File: config.mk
export PLATFORM = sky130hd
export DESIGN_NAME = fp_adder_collector
export DESIGN_NICKNAME = d
export VERILOG_FILES = /design/src/rtl/fp_pkg.sv /design/src/rtl/fp_result_fifo.sv /design/src/rtl/fp_adder_collector.sv
export SDC_FILE = /design/constraint.sdc
export NUM_CORES = 1
export LEC_CHECK = 0
export BUFFER_PORTS_ARGS = -buffer_cell sky130_fd_sc_hd__buf_4
export CORE_MARGIN = 8
export CORE_UTILIZATION = 35
export DETAILED_ROUTE_END_ITERATION = 8
export PLACE_DENSITY = 0.55
export SKIP_CTS_REPAIR_TIMING = 1
export SYNTH_ARGS = -nofsm -noshare
export SYNTH_HDL_FRONTEND = slang
export SYNTH_HIERARCHICAL = 1
export SYNTH_SLANG_ARGS = --single-unit
File: constraint.sdc
create_clock -name clk -period 6.1 [get_ports clk]
set_input_delay 0.915 -clock clk [delete_from_list [all_inputs] [get_ports clk]]
set_output_delay 0.915 -clock clk [all_outputs]
set_load 0.005 [all_outputs]
File: src/rtl/fp_pkg.sv
// rtl/fp_pkg.sv - shared FP word geometry, adder latency and zero-detect helper
package fp_pkg;

  localparam int FP_SIZE          = 32;
  localparam int FRAC_SIZE        = 23;
  localparam int EXP_SIZE         = 8;
  localparam int FP_ADDER_LATENCY = 4;

  // True for +0 and -0: every bit below the sign bit is clear.
  // The word is passed zero-extended to 64 bits so any width up to 64 can share it.
  function automatic logic fp_is_zero(input logic [63:0] word, input int width);
    logic [63:0] mask;
    mask = (64'd1 << (width - 1)) - 64'd1;
    return (word & mask) == 64'd0;
  endfunction

endpackage

File: src/rtl/fp_result_fifo.sv
// rtl/fp_result_fifo.sv - ring-buffer FIFO with a registered head word (no fall-through)
module fp_result_fifo #(
  parameter int WIDTH = 32,
  parameter int DEPTH = 4,
  localparam int AW = $clog2(DEPTH),
  localparam int CW = $clog2(DEPTH + 2)
) (
  input  logic             clk,
  input  logic             rst,
  input  logic             push,
  input  logic [WIDTH-1:0] push_data,
  input  logic             pop,
  output logic [WIDTH-1:0] out_data,
  output logic             full,
  output logic             empty,
  output logic [CW-1:0]    count
);

  logic [WIDTH-1:0] mem_q [DEPTH];
  logic [WIDTH-1:0] mem_d [DEPTH];
  logic [AW-1:0]    wr_ptr_q, wr_ptr_d;
  logic [AW-1:0]    rd_ptr_q, rd_ptr_d;
  logic [AW:0]      mcnt_q, mcnt_d;
  logic             head_valid_q, head_valid_d;
  logic [WIDTH-1:0] head_data_q, head_data_d;
  logic             push_ok;
  logic             pop_ok;
  logic             load;

  // Ring-buffer bookkeeping; the head register refills from the ring whenever it is
  // empty or being popped, so a word written this edge shows at the head one edge later.
  always_comb begin
    full         = (mcnt_q == (AW+1)'(DEPTH));
    pop_ok       = pop & head_valid_q;
    push_ok      = push & ~full;
    load         = (mcnt_q != '0) & (~head_valid_q | pop_ok);
    mem_d        = mem_q;
    if (push_ok) begin
      mem_d[wr_ptr_q] = push_data;
    end
    wr_ptr_d     = wr_ptr_q + AW'(push_ok);
    rd_ptr_d     = rd_ptr_q + AW'(load);
    mcnt_d       = mcnt_q + (AW+1)'(push_ok) - (AW+1)'(load);
    head_valid_d = load | (head_valid_q & ~pop_ok);
    head_data_d  = load ? mem_q[rd_ptr_q] : head_data_q;
  end

  // State registers; reset discards everything buffered.
  always_ff @(posedge clk or posedge rst) begin
    if (rst) begin
      for (int i = 0; i < DEPTH; i++) begin
        mem_q[i] <= '0;
      end
      wr_ptr_q     <= '0;
      rd_ptr_q     <= '0;
      mcnt_q       <= '0;
      head_valid_q <= 1'b0;
      head_data_q  <= '0;
    end else begin
      mem_q        <= mem_d;
      wr_ptr_q     <= wr_ptr_d;
      rd_ptr_q     <= rd_ptr_d;
      mcnt_q       <= mcnt_d;
      head_valid_q <= head_valid_d;
      head_data_q  <= head_data_d;
    end
  end

  assign out_data = head_data_q;
  assign empty    = ~head_valid_q;
  assign count    = CW'(mcnt_q) + CW'(head_valid_q);

endmodule

File: src/rtl/fp_adder_collector.sv
// rtl/fp_adder_collector.sv - tracks FP_Adder issues with tokens and buffers results under credit control
module fp_adder_collector #(
  parameter int FP_SIZE = fp_pkg::FP_SIZE,
  parameter int LATENCY = fp_pkg::FP_ADDER_LATENCY,
  parameter int DEPTH   = 4,
  localparam int OCC_W  = $clog2(DEPTH + LATENCY + 1)
) (
  input  logic               clk,
  input  logic               rst,
  input  logic               enable,
  input  logic               in_valid,
  output logic               issue_ready,
  output logic               adder_valid,
  input  logic [FP_SIZE-1:0] adder_result,
  output logic               out_valid,
  input  logic               out_ready,
  output logic [FP_SIZE-1:0] out_data,
  output logic               out_zero,
  output logic [OCC_W-1:0]   occupancy,
  output logic               overflow_err
);

  localparam int CNT_W = $clog2(DEPTH + 2);

  logic [LATENCY-1:1] tok_q, tok_d;
  logic               en_prev_q, en_prev_d;
  logic               tok_last_q, tok_last_d;
  logic [OCC_W-1:0]   inflight_q, inflight_d;
  logic               overflow_q, overflow_d;
  logic               fire;
  logic               push;
  logic               pop;
  logic               fifo_full;
  logic               fifo_empty;
  logic [CNT_W-1:0]   fifo_count;

  // Credits come only from registered counts, so issue_ready never depends on in_valid.
  assign occupancy   = inflight_q + OCC_W'(fifo_count);
  assign issue_ready = (occupancy < OCC_W'(DEPTH));
  assign adder_valid = in_valid & issue_ready;
  assign fire        = adder_valid & enable;
  assign push        = tok_last_q;
  assign out_valid   = ~fifo_empty;
  assign pop         = out_valid & out_ready;

  // Token pipe mirrors the adder: enable-gated stages, then a free-running output stage
  // that fires once per token, only when the previous edge actually advanced the pipe.
  always_comb begin
    tok_d = tok_q;
    if (enable) begin
      tok_d[1] = fire;
      for (int i = 2; i < LATENCY; i++) begin
        tok_d[i] = tok_q[i-1];
      end
    end
    en_prev_d  = enable;
    tok_last_d = tok_q[LATENCY-1] & en_prev_q;
    inflight_d = inflight_q + OCC_W'(fire) - OCC_W'(push);
    overflow_d = overflow_q | (push & fifo_full);
  end

  // Token, credit and error registers.
  always_ff @(posedge clk or posedge rst) begin
    if (rst) begin
      tok_q      <= '0;
      en_prev_q  <= 1'b0;
      tok_last_q <= 1'b0;
      inflight_q <= '0;
      overflow_q <= 1'b0;
    end else begin
      tok_q      <= tok_d;
      en_prev_q  <= en_prev_d;
      tok_last_q <= tok_last_d;
      inflight_q <= inflight_d;
      overflow_q <= overflow_d;
    end
  end

  fp_result_fifo #(
    .WIDTH (FP_SIZE),
    .DEPTH (DEPTH)
  ) u_fifo (
    .clk       (clk),
    .rst       (rst),
    .push      (push),
    .push_data (adder_result),
    .pop       (pop),
    .out_data  (out_data),
    .full      (fifo_full),
    .empty     (fifo_empty),
    .count     (fifo_count)
  );

  assign out_zero     = fp_pkg::fp_is_zero(64'(out_data), FP_SIZE);
  assign overflow_err = overflow_q;

endmodule

==> metrics.md, run 1 <==
| Metric | Value |
|---|---|
| Status | finished clean |
| R2R depth | 12 |
| ANT cells | 0 |
| CP required | 5.18 ns |
| Core area | 23,400 sq um |
| Combinational group share of total power | 40.1% |
| WL/cell | 20.26 um |
| Min Clock Period, post-route | 3.605 ns |
| H-Tree Depth | 4 |
| Max Clock Skew | 0.01065 ns |
| Pins Over Slew Limit | 0 |
| Root buf cell | clkbuf_16 |
| Via count | 4,270 |
| Port Buffers | 77 |
| Critical path class | flop to output port |
| GRT Util Overall | 13.12% |
| 1st-iter DRT viols | 211 |
| Overflow after GRT | 0 |
| P_int | 3792 uW |
| Max clock buf depth | 2 |
| Pre-antenna DRT Iters | 4 |
| Worst IR drop on VDD | 163.9 uV |
| Synth Register Bits | 178 |
| Vias per std cell | 4.809 |
| Pin count of the biggest net entering global routing | 115 |
| Ports | 78 |
| Post-Route WL | 17,990 um |
| Hold crit path type | flop to flop |
| Fin. Hold Viols | 0 |
| Synth area leader | dfrtp_1 |
| Endpoint class of the critical path | output port |
| Initial antenna violation count | 0 |
| Sequential cell area fraction in the yosys report | 53.56% |
| Netlist cell types | 39 |
| Final nets | 609 |
| Fraction of layout cells with a size suffix above 1 | 56.24% |
| Initial core utilization | 35.54% |
| Unrepaired setup endpoints after global routing | false |
| Total power | 5500 uW |
| Die ar. | 28,950 sq um |
| Setup violators final | 0 |
| Worst Hold Endpoint | push$_DFF_PP0_ |
| Die Height | 170.2 um |
| Synth cell count leaders | 178 x dfrtp_1, 90 x mux2_4, 70 x mux2_2 |
| Yosys top cell area share | 53.56% |
| Metal1 wirelength | 7771 um |
| First-pass GRT wire length | 29,120 um |
| Register-to-register setup slack | 2.87 ns |
| Share of power burned in registers | 40.5% |
| Worst reg2reg path endpoint | inflight_q[2]$_DFF_PP0_ |
| CTS tree | done |
| Worst-Margin Slew | 1.058 ns |
| HPWL Detailed | 11,340 um |
| Area Growth Syn to Fin | 15.98% |
| Row cnt | 56 |
| Die W | 170.2 um |
| Number of global-route vias before repair | 4,970 |
| Top Metal Used | met4 |
| WHS | 0.4631 ns |
| Top achievable clock speed | 0.2774 GHz |
| Fin Setup TNS | 0 ns |
| Top cells by area, synth | dfrtp_1 54%, mux2_4 16%, mux2_2 9.5% |
| Worst-Skew Late Latency | 0.42 ns |
| Gate Count Post-Synth | 479 |
| Worst setup SP type | flop |
| Hold Path Cell Cnt | 1 |
| Switch share | 31.05% |
| Max-Cap Viols | 0 |
| # DRC | 0 |
| Crit-path max FO | 4 |
| PwrDens | 570.2 nW/um^2 |
| Clock sinks | 178 |
| Clock share of power | 19.4% |
| Met2 wire len | 9351 um |
| Hold_sp | en_prev_q$_DFF_PP0_ |
| EDFF count, synth | 0 |
| Static Leak | 0.004476 uW |
| Post-Place Worst Slack | 2.860 ns |
| Post-Syn Nets | 532 |
| Synth Flop Type | dfrtp_1 |
| Routed length on met3 | 618 um |
| Worst slew margin | 29.36% |
| Util after Layout | 41.22% |
| Syn Std Cell Area | 8317 sq um |
| PnR worst setup slack | 2.495 ns |
| Num CTS Buffers | 17 |
| Average size of a mapped cell | 17.36 sq um |
| CP Data Arrival Time | 2.69 ns |
| Cell with the most instances after synthesis | dfrtp_1 |
| Placer Congestion | 0.6944 |
| Final period utilization | 59.10% |
| RR Startpoint | u_fifo/mcnt_q[0]$_DFF_PP0_ |
| Net Sw Power | 1708 uW |
| Ys async rst share | 100.0% |
| Yosys warns | 6 |
| Antenna viol nets, final | 0 |
| CTS clk-pin slew, worst paths | 0.07 ns |
## through the flow
| stage | std cells | instance area, sq um |
|---|---|---|
| after floorplan | 479 | 8317 |
| after global placement | 856 | 9067 |
| after detailed placement | 856 | 9067 |
| after CTS | 888 | 9646 |
| after global routing | 888 | 9646 |
| final | 888 | 9646 |
## power groups by stage
stage                     Clock [uW]  Combinational (uW)  Sequential [uW]
after global routing            1150                2410             2310
after detailed placement           0                2240             2250
after global placement             0                2180             2200
after CTS                       1090                2250             2240
final                           1070                2210             2230
after floorplan                    0                1690             2080
## placed cells by master (no fill, tap or decap), types with 2 or more instances in the layout
master and count:
dfrtp_1 177, mux2_4 90, buf_4 82, mux2_2 70, mux4_2 32, clkbuf_16 17
inv_1 16, ha_1 13, nor4_1 8, inv_6 6, xnor2_1 5, nor2_1 3
a21oi_1 3, fa_1 3, inv_8 3, xor2_1 3, o21ai_0 2, a21o_1 2
nand4_1 2, nor3_1 2, nor2b_1 2, clkinvlp_4 2, clkinv_8 2, nand4b_4 2
mux2_1 2
## layout make-up
type                       instances  area [sq um]
multi-input combinational        260          3528
clock buffer                      18         439.2
sequential                       178          4456
timing repair buffer              82         615.6
tap                              319         399.1
inverter                          17         68.82
clock inverter                    14         138.9
fill                            2153         13760
## how the worst max path moves through the flow
stage	from	endpoint	depth (start not counted)
after floorplan	rst	u_fifo/head_valid_q$_DFF_PP0_	1
after global placement	u_fifo/head_valid_q$_DFF_PP0_	inflight_q[1]$_DFF_PP0_	12
after detailed placement	u_fifo/mcnt_q[0]$_DFF_PP0_	inflight_q[2]$_DFF_PP0_	12
after CTS	u_fifo/mcnt_q[0]$_DFF_PP0_	adder_valid	8
after global routing	u_fifo/mcnt_q[0]$_DFF_PP0_	adder_valid	8
final	u_fifo/mcnt_q[0]$_DFF_PP0_	adder_valid	8
## state kept, by name, summed over array words and instances (netlist names)
| signal | cells |
|---|---|
| en_prev_q | 1 |
| inflight_q | 4 |
| overflow_err | 1 |
| push | 1 |
| tok_q | 3 |
| u_fifo/head_valid_q | 1 |
| u_fifo/mcnt_q | 3 |
| u_fifo/mem_q | 128 |
| u_fifo/out_data | 32 |
| u_fifo/rd_ptr_q | 2 |
| u_fifo/wr_ptr_q | 2 |
## logic make-up after synthesis
logic type | after synthesis | share of synthesized area (%)
compound gates | 11 | 0.9026
simple gates | 30 | 3.009
xor+xnor | 9 | 1.038
fa+ha+maj | 16 | 2.678
buf+inv | 41 | 4.152
mux | 194 | 34.66
flops | 178 | 53.56
## per-layer routing
layer | vias up | global-route usage [%]
li1 | 1907 | -
met1 | 2285 | 16.05
met2 | 60 | 22.32
met3 | 18 | 3.336
met4 | 0 | 4.233
met5 | - | 0
## worst max-delay path: stages (launching register included)
cell	delay (ns)
dfrtp_1	0.42
ha_1	0.21
ha_1	0.18
xor2_1	0.15
ha_1	0.37
and3_4	0.21
or3_4	0.37
a211oi_2	0.23
buf_4	0.14
Note: power is estimated with default switching activity, not from simulation.
==> run 2: changes to the inputs <==
Settings changed: ABC_AREA set to 1, PLACE_DENSITY 0.55 to 0.56.
Clock period 6.1 ns to 3.3 ns, I/O delays scaled along.
==> run 2 against run 1 <==
Net effect:
- critical path depth is 3 higher
- non-clock buffer count is 17 higher
- clock power is 93% higher
- synthesized cell count grew to 2.5 times the previous value
- hold slack worse by 0.40 ns
- clock-buffer cell count stayed put
- register-to-register slack worse by 2.6 ns
- wire length is 44% higher
- critical path type is now flop to flop
- final area is 8.7% higher
- synthesized area is 8.6% higher
==> metrics.md, run 2 <==
| Metric | Value |
|---|---|
| Worst-Skew Late Latency | 0.43 ns (about the same) |
| Initial core utilization | 35.17% (-0.37 points) |
| Critical-path top delay cell | fa_1 |
| Overflow after GRT | 0 (unchanged) |
| CP Data Arrival Time | 3.31 ns (+0.62 ns) |
| WL/cell | 16.20 um (-20%) |
| Leading cell types in the layout, fill and taps excluded | 531 x nand2_1, 176 x dfrtp_1, 148 x inv_1, 130 x nand4_1, 97 x buf_4 |
| Synth area leader | dfrtp_1 |
| Average size of a mapped cell | 7.479 sq um (-57%) |
| PnR worst setup slack | 0.2945 ns (-2.200 ns) |
| Worst slew margin | 35.42% (+6.1 points) |
| Clock sinks | 178 (unchanged) |
| Top cells by area, synth | dfrtp_1 49%, nand2_1 22%, nand4_1 9.0% |
| Max clock buf depth | 2 (unchanged) |
| First-pass GRT wire length | 42,850 um (+47%) |
| Reg with most FFs | u_fifo/mem_q |
| Unrepaired setup endpoints after global routing | false |
| Largest register FFs | 128 (unchanged) |
| Sequential cell area fraction in the yosys report | 49.30% (-4.3 points) |
| RR Startpoint | u_fifo/mcnt_q[0]$_DFF_PP0_ |
| EDFF count, synth | 0 (unchanged) |
| Max-Cap Viols | 0 (unchanged) |
| Status | finished clean |
| Critical path class | flop to flop |
| Die Height | 176.7 um (+3.8%) |
| Area Growth Syn to Fin | 16.05% (about the same) |
| Number of global-route vias before repair | 7,814 (+57%) |
| Setup violators final | 0 (unchanged) |
| Final period utilization | 91.08% |
| Antenna viol nets, final | 0 (unchanged) |
| Worst setup SP type | flop |
| Max Clock Skew | 0.01569 ns (+0.005043 ns) |
| Worst IR drop on VDD | 1245 uV (+660%) |
| Synth Register Bits | 178 (unchanged) |
| Die W | 176.7 um (+3.8%) |
| Yosys warns | 6 (unchanged) |
| CTS tree | done |
| Pre-antenna DRT Iters | 5 (+1) |
| Pins Over Slew Limit | 0 (unchanged) |
| CTS clk-pin slew, worst paths | 0.07 ns (about the same) |
| Crit-path cells | ha_1 -> ha_1 -> fa_1 -> xnor2_1 -> nand4_2 -> ha_1 -> inv_1 -> ha_1 -> inv_1 -> fa_1 -> xnor2_1 |
| Ys async rst share | 100.0% (unchanged) |
| Util after Layout | 40.81% (-0.40 points) |
| Static Leak | 0.005909 uW (+32%) |
| Reg area | 4459 sq um (about the same) |
| Synth Flop Type | dfrtp_1 |
| Synth cell count leaders | 531 x nand2_1, 178 x dfrtp_1, 149 x inv_1 |
| Gate Count Post-Synth | 1,208 (+150%) |
| Post-Place Worst Slack | 0.2901 ns (-2.569 ns) |
| Root buf cell | clkbuf_16 |
| Vias per std cell | 4.876 (+1.4%) |
| Fraction of layout cells with a size suffix above 1 | 12.14% (-44 points) |
| HPWL Detailed | 14,880 um (+31%) |
| Layout fillers | 2,671 (+24%) |
| # DRC | 0 (unchanged) |
| Endpoint class of the critical path | flop |
| Yosys top cell area share | 49.30% (-4.3 points) |
| Num CTS Buffers | 17 (unchanged) |
| Die ar. | 31,210 sq um (+7.8%) |
| ANT cells | 0 (unchanged) |
| 1st-iter DRT viols | 630 (+200%) |
| Multi-input logic area | 3649 sq um (+3.4%) |
| PwrDens | 999.5 nW/um^2 (+75%) |
| Placer Congestion | 0.7457 (+7.4%) |
| CP most frequent cell | ha_1 |
| WHS | 0.06313 ns (-0.4000 ns) |
| Fin Setup TNS | 0 ns (unchanged) |
| H-Tree Depth | 4 (unchanged) |
| CP required | 3.61 ns (-1.57 ns) |
| Top achievable clock speed | 0.3327 GHz |
| Worst Setup SP | u_fifo/mcnt_q[0]$_DFF_PP0_ |
| Initial antenna violation count | 0 (unchanged) |
| Commonest non-fill, non-tap cell in the layout | nand2_1 |
| Post-Route WL | 25,840 um (+44%) |
| Netlist cell types | 24 (-38%) |
| Syn Std Cell Area | 9035 sq um (+8.6%) |
| Min Clock Period, post-route | 3.006 ns |
| Final nets | 1,300 (+110%) |
| Core area | 25,690 sq um (+9.8%) |
| Worst-Margin Slew | 0.9686 ns (-0.08932 ns) |
| Ports | 78 (unchanged) |
| Fin. Hold Viols | 0 (unchanged) |
| GRT Util Overall | 17.20% (+4.1 points) |
| Hold crit path type | input port to async pin |
| Via count | 7,778 (+82%) |
| Crit-path max FO | 3 (-1) |
| DP Cell Count | 1,563 (+83%) |
| Layout Cells excl Fill | 1,595 (+80%) |
| Pin count of the biggest net entering global routing | 92 (-20%) |
| Post-Syn Nets | 1,261 (+140%) |
| Slowest stage delay, CP | 0.44 ns (+0.02 ns) |
| Port Buffers | 77 (unchanged) |
| Row cnt | 59 (+5.4%) |
| Cell with the most instances after synthesis | nand2_1 |
## run 2: changes by cell type after synthesis, moves of 70 or more
cell / change
nand3_1: +72
mux2_2: -70
inv_1: +132
nand2_1: +530
mux2_4: -90
nand4_1: +128
## run 2: critical path: cells and delay by family, from the launching register on
family | cells | cell delay (ns)
xor gates and xnor gates | 2 | 0.40
buffers and inverters | 2 | 0.12
and+or+nand+nor | 1 | 0.16
adders and majority gates | 6 | 1.81
DFF | 1 | 0.41
## run 2: layer usage
metal	up-vias	wire, um	global-route usage, %
met5	-	0	0
met3	18	1323	3.840
met1	3743	11960	22.97
met2	155	12200	27.73
met4	0	360	4.623
li1	3862	-	-
## run 2: path summary, 6_finish.rpt
check	slack [ns]	endpoint	depth (start not counted)
max reg2reg	0.29	inflight_q[2]$_DFF_PP0_	11
max in group asynchronous	2.23	u_fifo/rd_ptr_q[0]$_DFF_PP0_	3
min reg2reg	0.44	push$_DFF_PP0_	2
max	0.29	inflight_q[2]$_DFF_PP0_	11
min	0.06	push$_DFF_PP0_	2
min in group clk	0.21	en_prev_q$_DFF_PP0_	1
## run 2: kinds of logic (layout without fill, tap and decap cells)
logic type,after synthesis,after routing,share of synthesized area [%]
buf+inv,238,290,10.37
flops,178,178,49.30
simple gates,764,764,36.80
xor+xnor,9,9,0.8724
compound gates,3,3,0.1939
fa+ha+maj,16,16,2.465
## run 2: metrics by stage
step	total power, uW	cell area (sq um)
final	10480	10490
after global routing	11490	10490
after CTS	10630	10490
after detailed placement	8525	9896
after global placement	8431	9896
after floorplan	6823	9039
## run 2: area by class of cell
cell class	count	share of cell area, %
clock buffers	18	4.189
clock inverters	14	1.432
inverters	159	5.728
multi-input cells	792	34.80
flip-flops and latches	178	42.53
well taps	335	3.998
repair buffers	99	7.327
## run 2: power by group
group | internal [uW] | switching (uW)
Clock | 1150 | 915
Sequential | 3170 | 600
Combinational | 1710 | 2940
